$ cat config.mk
export PLATFORM = sky130hd
export DESIGN_NAME = piece_lock
export DESIGN_NICKNAME = d
export VERILOG_FILES = /design/src/rtl/piece_lock_pkg.sv /design/src/rtl/piece_lock_coord_to_addr.sv /design/src/rtl/piece_lock.sv
export SDC_FILE = /design/constraint.sdc
export NUM_CORES = 1
export LEC_CHECK = 0
export BUFFER_PORTS_ARGS = -buffer_cell sky130_fd_sc_hd__buf_2
export CAP_MARGIN = 20
export CORE_UTILIZATION = 55
export CTS_CLUSTER_SIZE = 14
export DETAILED_ROUTE_END_ITERATION = 16
export GPL_TIMING_DRIVEN = 0
export MAX_ROUTING_LAYER = met4
export PLACE_DENSITY = 0.87
export SETUP_SLACK_MARGIN = 0.02
export SLEW_MARGIN = 20
export SYNTH_ARGS = -nofsm -noshare
export SYNTH_HDL_FRONTEND = slang
export SYNTH_HIERARCHICAL = 1
export SYNTH_SLANG_ARGS = --single-unit
$ cat constraint.sdc
create_clock -name clk -period 7.4 [get_ports clk]
set_input_delay 1.11 -clock clk [delete_from_list [all_inputs] [get_ports clk]]
set_output_delay 1.11 -clock clk [all_outputs]
set_load 0.05 [all_outputs]
$ cat src/rtl/piece_lock_pkg.sv
// Shared board geometry, cell encoding and FSM state type for piece_lock.
package piece_lock_pkg;

    localparam int BOARD_W      = 10;
    localparam int BOARD_H      = 25;
    localparam int READ_LATENCY = 2;

    localparam logic [5:0] CELL_EMPTY = 6'd0;

    typedef enum logic [3:0] {
        ST_IDLE      = 4'd0,
        ST_BOUNDS    = 4'd1,
        ST_RD_ADDR   = 4'd2,
        ST_RD_WAIT   = 4'd3,
        ST_RD_SAMPLE = 4'd4,
        ST_WR_ADDR   = 4'd5,
        ST_WR_STROBE = 4'd6,
        ST_WR_END    = 4'd7,
        ST_DONE      = 4'd8
    } pl_state_t;

endpackage

$ cat src/rtl/piece_lock_coord_to_addr.sv
// Converts a board coordinate into a linear board RAM address (y*W + x).
// Only valid for coordinates that already passed the bounds check.
module piece_lock_coord_to_addr
    import piece_lock_pkg::*;
#(
    parameter int BOARD_W_P = BOARD_W
) (
    input  logic [3:0] x,
    input  logic [4:0] y,
    output logic [7:0] addr
);

    // 8-bit arithmetic is enough: the largest legal cell is 249
    assign addr = 8'(y) * 8'(BOARD_W_P) + 8'(x);

endmodule

$ cat src/rtl/piece_lock.sv
// Checks the four cells of a falling piece against the board RAM and, in
// lock mode, stamps the piece colour into those cells when all are free.
module piece_lock
    import piece_lock_pkg::*;
#(
    parameter int BOARD_W_P      = BOARD_W,
    parameter int BOARD_H_P      = BOARD_H,
    parameter int READ_LATENCY_P = READ_LATENCY
) (
    input  logic        clk,
    input  logic        resetn,
    input  logic        enable,
    input  logic        lock_mode,
    input  logic [15:0] blk_x,
    input  logic [19:0] blk_y,
    input  logic [5:0]  color,
    input  logic [5:0]  ram_Q,
    output logic [7:0]  ram_addr,
    output logic [5:0]  ram_data,
    output logic        ram_wren,
    output logic        collision,
    output logic        locked,
    output logic        complete
);

    localparam logic [3:0] X_LIMIT = 4'(BOARD_W_P);
    localparam logic [4:0] Y_LIMIT = 5'(BOARD_H_P);
    localparam logic [7:0] WAIT_LAST = 8'(READ_LATENCY_P - 2);

    pl_state_t   state_reg,     state_next;
    logic [15:0] lat_x_reg,     lat_x_next;
    logic [19:0] lat_y_reg,     lat_y_next;
    logic [5:0]  color_reg,     color_next;
    logic        mode_reg,      mode_next;
    logic [1:0]  idx_reg,       idx_next;
    logic [7:0]  wait_reg,      wait_next;
    logic [7:0]  addr_reg,      addr_next;
    logic [5:0]  data_reg,      data_next;
    logic        wren_reg,      wren_next;
    logic        collision_reg, collision_next;
    logic        locked_reg,    locked_next;
    logic        complete_reg,  complete_next;

    logic [3:0]  x_arr [4];
    logic [4:0]  y_arr [4];
    logic [3:0]  oob_flags;
    logic [7:0]  cur_addr;

    // Unpack the latched coordinates and flag each block that is off-board
    for (genvar gi = 0; gi < 4; gi++) begin : g_unpack
        assign x_arr[gi]     = lat_x_reg[4*gi +: 4];
        assign y_arr[gi]     = lat_y_reg[5*gi +: 5];
        assign oob_flags[gi] = (x_arr[gi] >= X_LIMIT) || (y_arr[gi] >= Y_LIMIT);
    end

    // Single address converter shared by all blocks, selected by idx
    piece_lock_coord_to_addr #(
        .BOARD_W_P (BOARD_W_P)
    ) u_coord_to_addr (
        .x    (x_arr[idx_reg]),
        .y    (y_arr[idx_reg]),
        .addr (cur_addr)
    );

    // State and output registers; reset clears everything immediately
    always_ff @(posedge clk or negedge resetn) begin
        if (!resetn) begin
            state_reg     <= ST_IDLE;
            lat_x_reg     <= '0;
            lat_y_reg     <= '0;
            color_reg     <= '0;
            mode_reg      <= 1'b0;
            idx_reg       <= '0;
            wait_reg      <= '0;
            addr_reg      <= '0;
            data_reg      <= '0;
            wren_reg      <= 1'b0;
            collision_reg <= 1'b0;
            locked_reg    <= 1'b0;
            complete_reg  <= 1'b0;
        end else begin
            state_reg     <= state_next;
            lat_x_reg     <= lat_x_next;
            lat_y_reg     <= lat_y_next;
            color_reg     <= color_next;
            mode_reg      <= mode_next;
            idx_reg       <= idx_next;
            wait_reg      <= wait_next;
            addr_reg      <= addr_next;
            data_reg      <= data_next;
            wren_reg      <= wren_next;
            collision_reg <= collision_next;
            locked_reg    <= locked_next;
            complete_reg  <= complete_next;
        end
    end

    // Next-state and next-output logic; every register holds by default
    always_comb begin
        state_next     = state_reg;
        lat_x_next     = lat_x_reg;
        lat_y_next     = lat_y_reg;
        color_next     = color_reg;
        mode_next      = mode_reg;
        idx_next       = idx_reg;
        wait_next      = wait_reg;
        addr_next      = addr_reg;
        data_next      = data_reg;
        wren_next      = wren_reg;
        collision_next = collision_reg;
        locked_next    = locked_reg;
        complete_next  = complete_reg;

        if (state_reg != ST_IDLE && !enable) begin
            // Abandoned or acknowledged: back to idle, no rollback of writes
            state_next     = ST_IDLE;
            wren_next      = 1'b0;
            collision_next = 1'b0;
            locked_next    = 1'b0;
            complete_next  = 1'b0;
        end else begin
            case (state_reg)
                ST_IDLE: begin
                    if (enable) begin
                        lat_x_next = blk_x;
                        lat_y_next = blk_y;
                        color_next = color;
                        mode_next  = lock_mode;
                        state_next = ST_BOUNDS;
                    end
                end
                ST_BOUNDS: begin
                    if (|oob_flags) begin
                        collision_next = 1'b1;
                        complete_next  = 1'b1;
                        state_next     = ST_DONE;
                    end else begin
                        idx_next   = '0;
                        state_next = ST_RD_ADDR;
                    end
                end
                ST_RD_ADDR: begin
                    addr_next = cur_addr;
                    wait_next = '0;
                    if (READ_LATENCY_P > 1) begin
                        state_next = ST_RD_WAIT;
                    end else begin
                        state_next = ST_RD_SAMPLE;
                    end
                end
                ST_RD_WAIT: begin
                    if (wait_reg == WAIT_LAST) begin
                        state_next = ST_RD_SAMPLE;
                    end else begin
                        wait_next = wait_reg + 8'd1;
                    end
                end
                ST_RD_SAMPLE: begin
                    if (ram_Q != CELL_EMPTY) begin
                        collision_next = 1'b1;
                        complete_next  = 1'b1;
                        state_next     = ST_DONE;
                    end else if (idx_reg != 2'd3) begin
                        idx_next   = idx_reg + 2'd1;
                        state_next = ST_RD_ADDR;
                    end else if (mode_reg) begin
                        idx_next   = '0;
                        state_next = ST_WR_ADDR;
                    end else begin
                        complete_next = 1'b1;
                        state_next    = ST_DONE;
                    end
                end
                ST_WR_ADDR: begin
                    addr_next  = cur_addr;
                    data_next  = color_reg;
                    state_next = ST_WR_STROBE;
                end
                ST_WR_STROBE: begin
                    wren_next  = 1'b1;
                    state_next = ST_WR_END;
                end
                ST_WR_END: begin
                    wren_next = 1'b0;
                    if (idx_reg != 2'd3) begin
                        idx_next   = idx_reg + 2'd1;
                        state_next = ST_WR_ADDR;
                    end else begin
                        locked_next   = 1'b1;
                        complete_next = 1'b1;
                        state_next    = ST_DONE;
                    end
                end
                ST_DONE: begin
                    state_next = ST_DONE;
                end
                default: begin
                    state_next = ST_IDLE;
                end
            endcase
        end
    end

    assign ram_addr  = addr_reg;
    assign ram_data  = data_reg;
    assign ram_wren  = wren_reg;
    assign collision = collision_reg;
    assign locked    = locked_reg;
    assign complete  = complete_reg;

endmodule

==> results.sh <==
export IMPL_post_synth_top_count_cell="dfrtp_1"
export IMPL_setup_tns_final_ns=0
export IMPL_synth_simple_area_share_pct=10.3
export IMPL_syn_inst=305
export IMPL_hold_violations=0
export IMPL_grt_pass1_vias=2870
export IMPL_place_congestion=0.939
export IMPL_fin_area_mm2=0.00456
export IMPL_synth_top_area_share_pct=48.6
export IMPL_peakVddDrop_mv=0.195
export IMPL_yosysUniqueCellTypes=56
export IMPL_crit_path_end_kind="flop"
export IMPL_synth_area_leaders="dfrtp_1 (49%), mux2_2 (13%), mux4_2 (5.2%)"
export IMPL_worst_path_max_fanout=10
export IMPL_drcViolationCount=0
export IMPL_insertedDiodeCount=0
export IMPL_worst_pin_slew_ns=0.586
export IMPL_synth_top_family_by_area="multiplexers"
export IMPL_comb_power_share_pct=42.9
export IMPL_synth_edff_count=0
export IMPL_reg2reg_depth=10
export IMPL_drt_pass1_iterations=4
export IMPL_antenna_found_initial=0
export IMPL_rsz0062_at_grt="false"
export IMPL_clkSlewWorstSetupHoldPaths_ns=0.08
export IMPL_p_sw_share_pct=37.4
export IMPL_post_cts_buffers=0
export IMPL_clockBufferDepth=2
export IMPL_dpl_hpwl_um=5990
export IMPL_ys_flop_type="dfrtp_1"
export IMPL_grt_max_degree=45
export IMPL_syn_avg_cell_area_um2=12.7
export IMPL_row_count=30
export IMPL_h_tree_depth=3
export IMPL_start_util_pct=56.9
export IMPL_yosys_top_cells_count="dfrtp_1 (75), mux2_2 (44), o21ai_0 (14), mux2_1 (13)"
export IMPL_relSlewSlack_pct=60.9
export IMPL_routed_via_density=5.80
export IMPL_vias=2812
export IMPL_ios=70
export IMPL_postRouteWirelength_um=8130
export IMPL_status="finished, final reports clean"
export IMPL_cts_tree="yes"
export IMPL_cp_start_kind="flop"
export IMPL_ctsResizeCount=0
export IMPL_p_int_mw=1.10
export IMPL_clk_latency_ns=0.35
export IMPL_grt_overflow=0
export IMPL_pwr_share_clk_pct=19.5
export IMPL_min_from="ram_addr[3]$_DFFE_PN0P_"
export IMPL_ys_ff_latch=75
export IMPL_cts_root_buf="clkbuf_8"
export IMPL_fillers=483
export IMPL_clock_sinks=75
export IMPL_seqPwrFrac_pct=37.6
export IMPL_area_growth_pct=18.0
export IMPL_ys_warn_count=6
export IMPL_ant_nets=0
export IMPL_die_area_mm2=0.00736
export IMPL_r2r_slack_ns=3.99
export IMPL_synth_xor_xnor_area_share_pct=2.04
export IMPL_p_switching_mw=0.660
export IMPL_worstPathArrival_ns=3.64
export IMPL_ys_seq_area_share_pct=48.6
export IMPL_die_w_um=85.8
export IMPL_regToRegStartpoint="idx_reg[0]$_DFFE_PN0P_"
export IMPL_fmax_mhz=293
export IMPL_critPathSlowestCell="mux4_2"
export IMPL_r2r_end="ram_addr[7]$_DFFE_PN0P_"
export IMPL_p_leak_nw=2.14
export IMPL_clock_skew_ns=0.0101
export IMPL_synth_fp_nets=371
export IMPL_max_stage_delay_ns=0.61
export IMPL_finalCriticalPeriod_ns=3.41
export IMPL_worstSetupPathType="reg -> reg"
export IMPL_wl_per_cell_um=16.8
export IMPL_min_path_type="reg -> reg"
export IMPL_largest_reg_flops=20
export IMPL_coreArea_mm2=0.00679
export IMPL_nNetsFinal=451
export IMPL_fp_dieH_um=85.8
export IMPL_synth_compound_area_share_pct=9.29
export IMPL_power_density_mw_per_mm2=387
export IMPL_cts_made_buffers=9
export IMPL_cp_cell_sequence="buf_2, mux4_2, ha_1, ha_1, fa_1, xor2_1, o2111ai_1, xnor2_1, xnor2_1, mux2_1"
export IMPL_drt_iter0_drc=133
export IMPL_async_reset_ff_share_pct=100
export IMPL_cp_data_required_time_ns=7.63
export IMPL_syn_area_mm2=0.00386
export IMPL_cts_hold_buf=0
export IMPL_synth_mux_area_share_pct=21.9
export IMPL_setup_viol=0
export IMPL_min_to="ram_addr[3]$_DFFE_PN0P_"
export IMPL_hold_path_depth=1
export IMPL_fin_crit_sh_pct=46.1
export IMPL_slew_viol_final=0
export IMPL_grt_use_total_pct=25.1
export IMPL_synth_area_leader_cell="dfrtp_1"
export IMPL_grt_pass1_wl_um=13700
export IMPL_dpl_cell_area_mm2=0.00435
export IMPL_drive_above_1_share_pct=40.6
export IMPL_synthAdderAreaFrac_pct=4.92
export IMPL_drv_cap=0
export IMPL_io_buffers=68
## how the worst max path moves through the flow
stage                            from                       to  slack, ns  cells after the start
5_1_grt        idx_reg[0]$_DFFE_PN0P_  ram_addr[7]$_DFFE_PN0P_       3.83                     10
3_3_place_gp   idx_reg[0]$_DFFE_PN0P_  ram_addr[7]$_DFFE_PN0P_       4.12                     10
6_report       idx_reg[0]$_DFFE_PN0P_  ram_addr[7]$_DFFE_PN0P_       3.99                     10
4_1_cts        idx_reg[0]$_DFFE_PN0P_  ram_addr[7]$_DFFE_PN0P_       3.97                     10
2_1_floorplan  idx_reg[0]$_DFFE_PN0P_  ram_addr[7]$_DFFE_PN0P_       4.30                     10
3_5_place_dp   idx_reg[0]$_DFFE_PN0P_  ram_addr[7]$_DFFE_PN0P_       4.01                     10
## placed cells by master (no fill, tap or decap), types with 3 or more instances in the layout
master	synthesis	final
a21oi_1	9	9
a31oi_1	6	6
buf_2	10	77
buf_4	2	3
clkbuf_8	0	9
dfrtp_1	75	75
ha_1	12	12
inv_1	12	12
mux2_1	13	13
mux2_2	44	44
mux4_2	9	9
nand2_1	10	10
nand3_1	7	7
nand4_1	4	4
nor2_1	7	7
nor2b_1	4	4
nor3_1	4	4
o21ai_0	14	14
o311ai_0	4	4
or3_1	4	4
xnor2_1	5	5
xor2_1	4	4
## power by group through the flow
stage / clock network, mW / registers [mW] / logic, mW
6_report: 0.344 / 0.663 / 0.758
5_1_grt: 0.364 / 0.682 / 0.819
4_1_cts: 0.349 / 0.661 / 0.755
3_5_place_dp: 0 / 0.668 / 0.739
3_3_place_gp: 0 / 0.653 / 0.703
2_1_floorplan: 0 / 0.707 / 0.508
## layout make-up
class / instances / area (µm²) / area share, %
clock inverters: 6 / 90.1 / 1.98
clock buffers: 9 / 124 / 2.72
plain buffers: 14 / 72.6 / 1.59
inverters: 12 / 45.0 / 0.988
well taps: 96 / 120 / 2.63
multi-input cells: 204 / 1870 / 41.0
flip-flops and latches: 75 / 1880 / 41.2
repair buffers: 69 / 363 / 7.96
## kinds of logic after synthesis
group,Yosys count
xor+xnor,9
compound gates,53
fa+ha+maj,14
mux,66
buf+inv,26
flops,75
simple gates,62
## stage by stage
| step | std cells | total power [mW] | hold slack [ns] | setup slack (ns) | utilization (%) |
|---|---|---|---|---|---|
| after floorplan | 305 | 1.22 | 0.459 | 4.30 | - |
| after global placement | 469 | 1.36 | 0.471 | 4.12 | 63.6 |
| after detailed placement | 470 | 1.41 | 0.479 | 4.01 | 64.0 |
| after CTS | 485 | 1.76 | 0.498 | 3.97 | 67.1 |
| after global routing | 485 | 1.87 | 0.520 | 3.83 | 67.1 |
| final | 485 | 1.76 | 0.491 | 3.99 | 67.1 |
## worst max-delay path, delay by kind of cell, from the launching register on
kind                       cells  cell delay, ns
adders and majority gates      3            1.00
DFF                            1            0.40
buffers and inverters          1            0.33
xor gates and xnor gates       3            0.52
muxes                          2            0.89
AOI/OAI and AO/OA              1            0.16
## per-layer routing
metal / GRT usage (%) / vias to the layer above / share of wire, %
li1: - / 1295 / -
met1: 30.2 / 1394 / 41
met2: 41.2 / 104 / 51
met3: 5.39 / 19 / 5.0
met4: 10.5 / 0 / 2.4
met5: - / - / 0
Note: power is estimated with default switching activity, not from simulation.
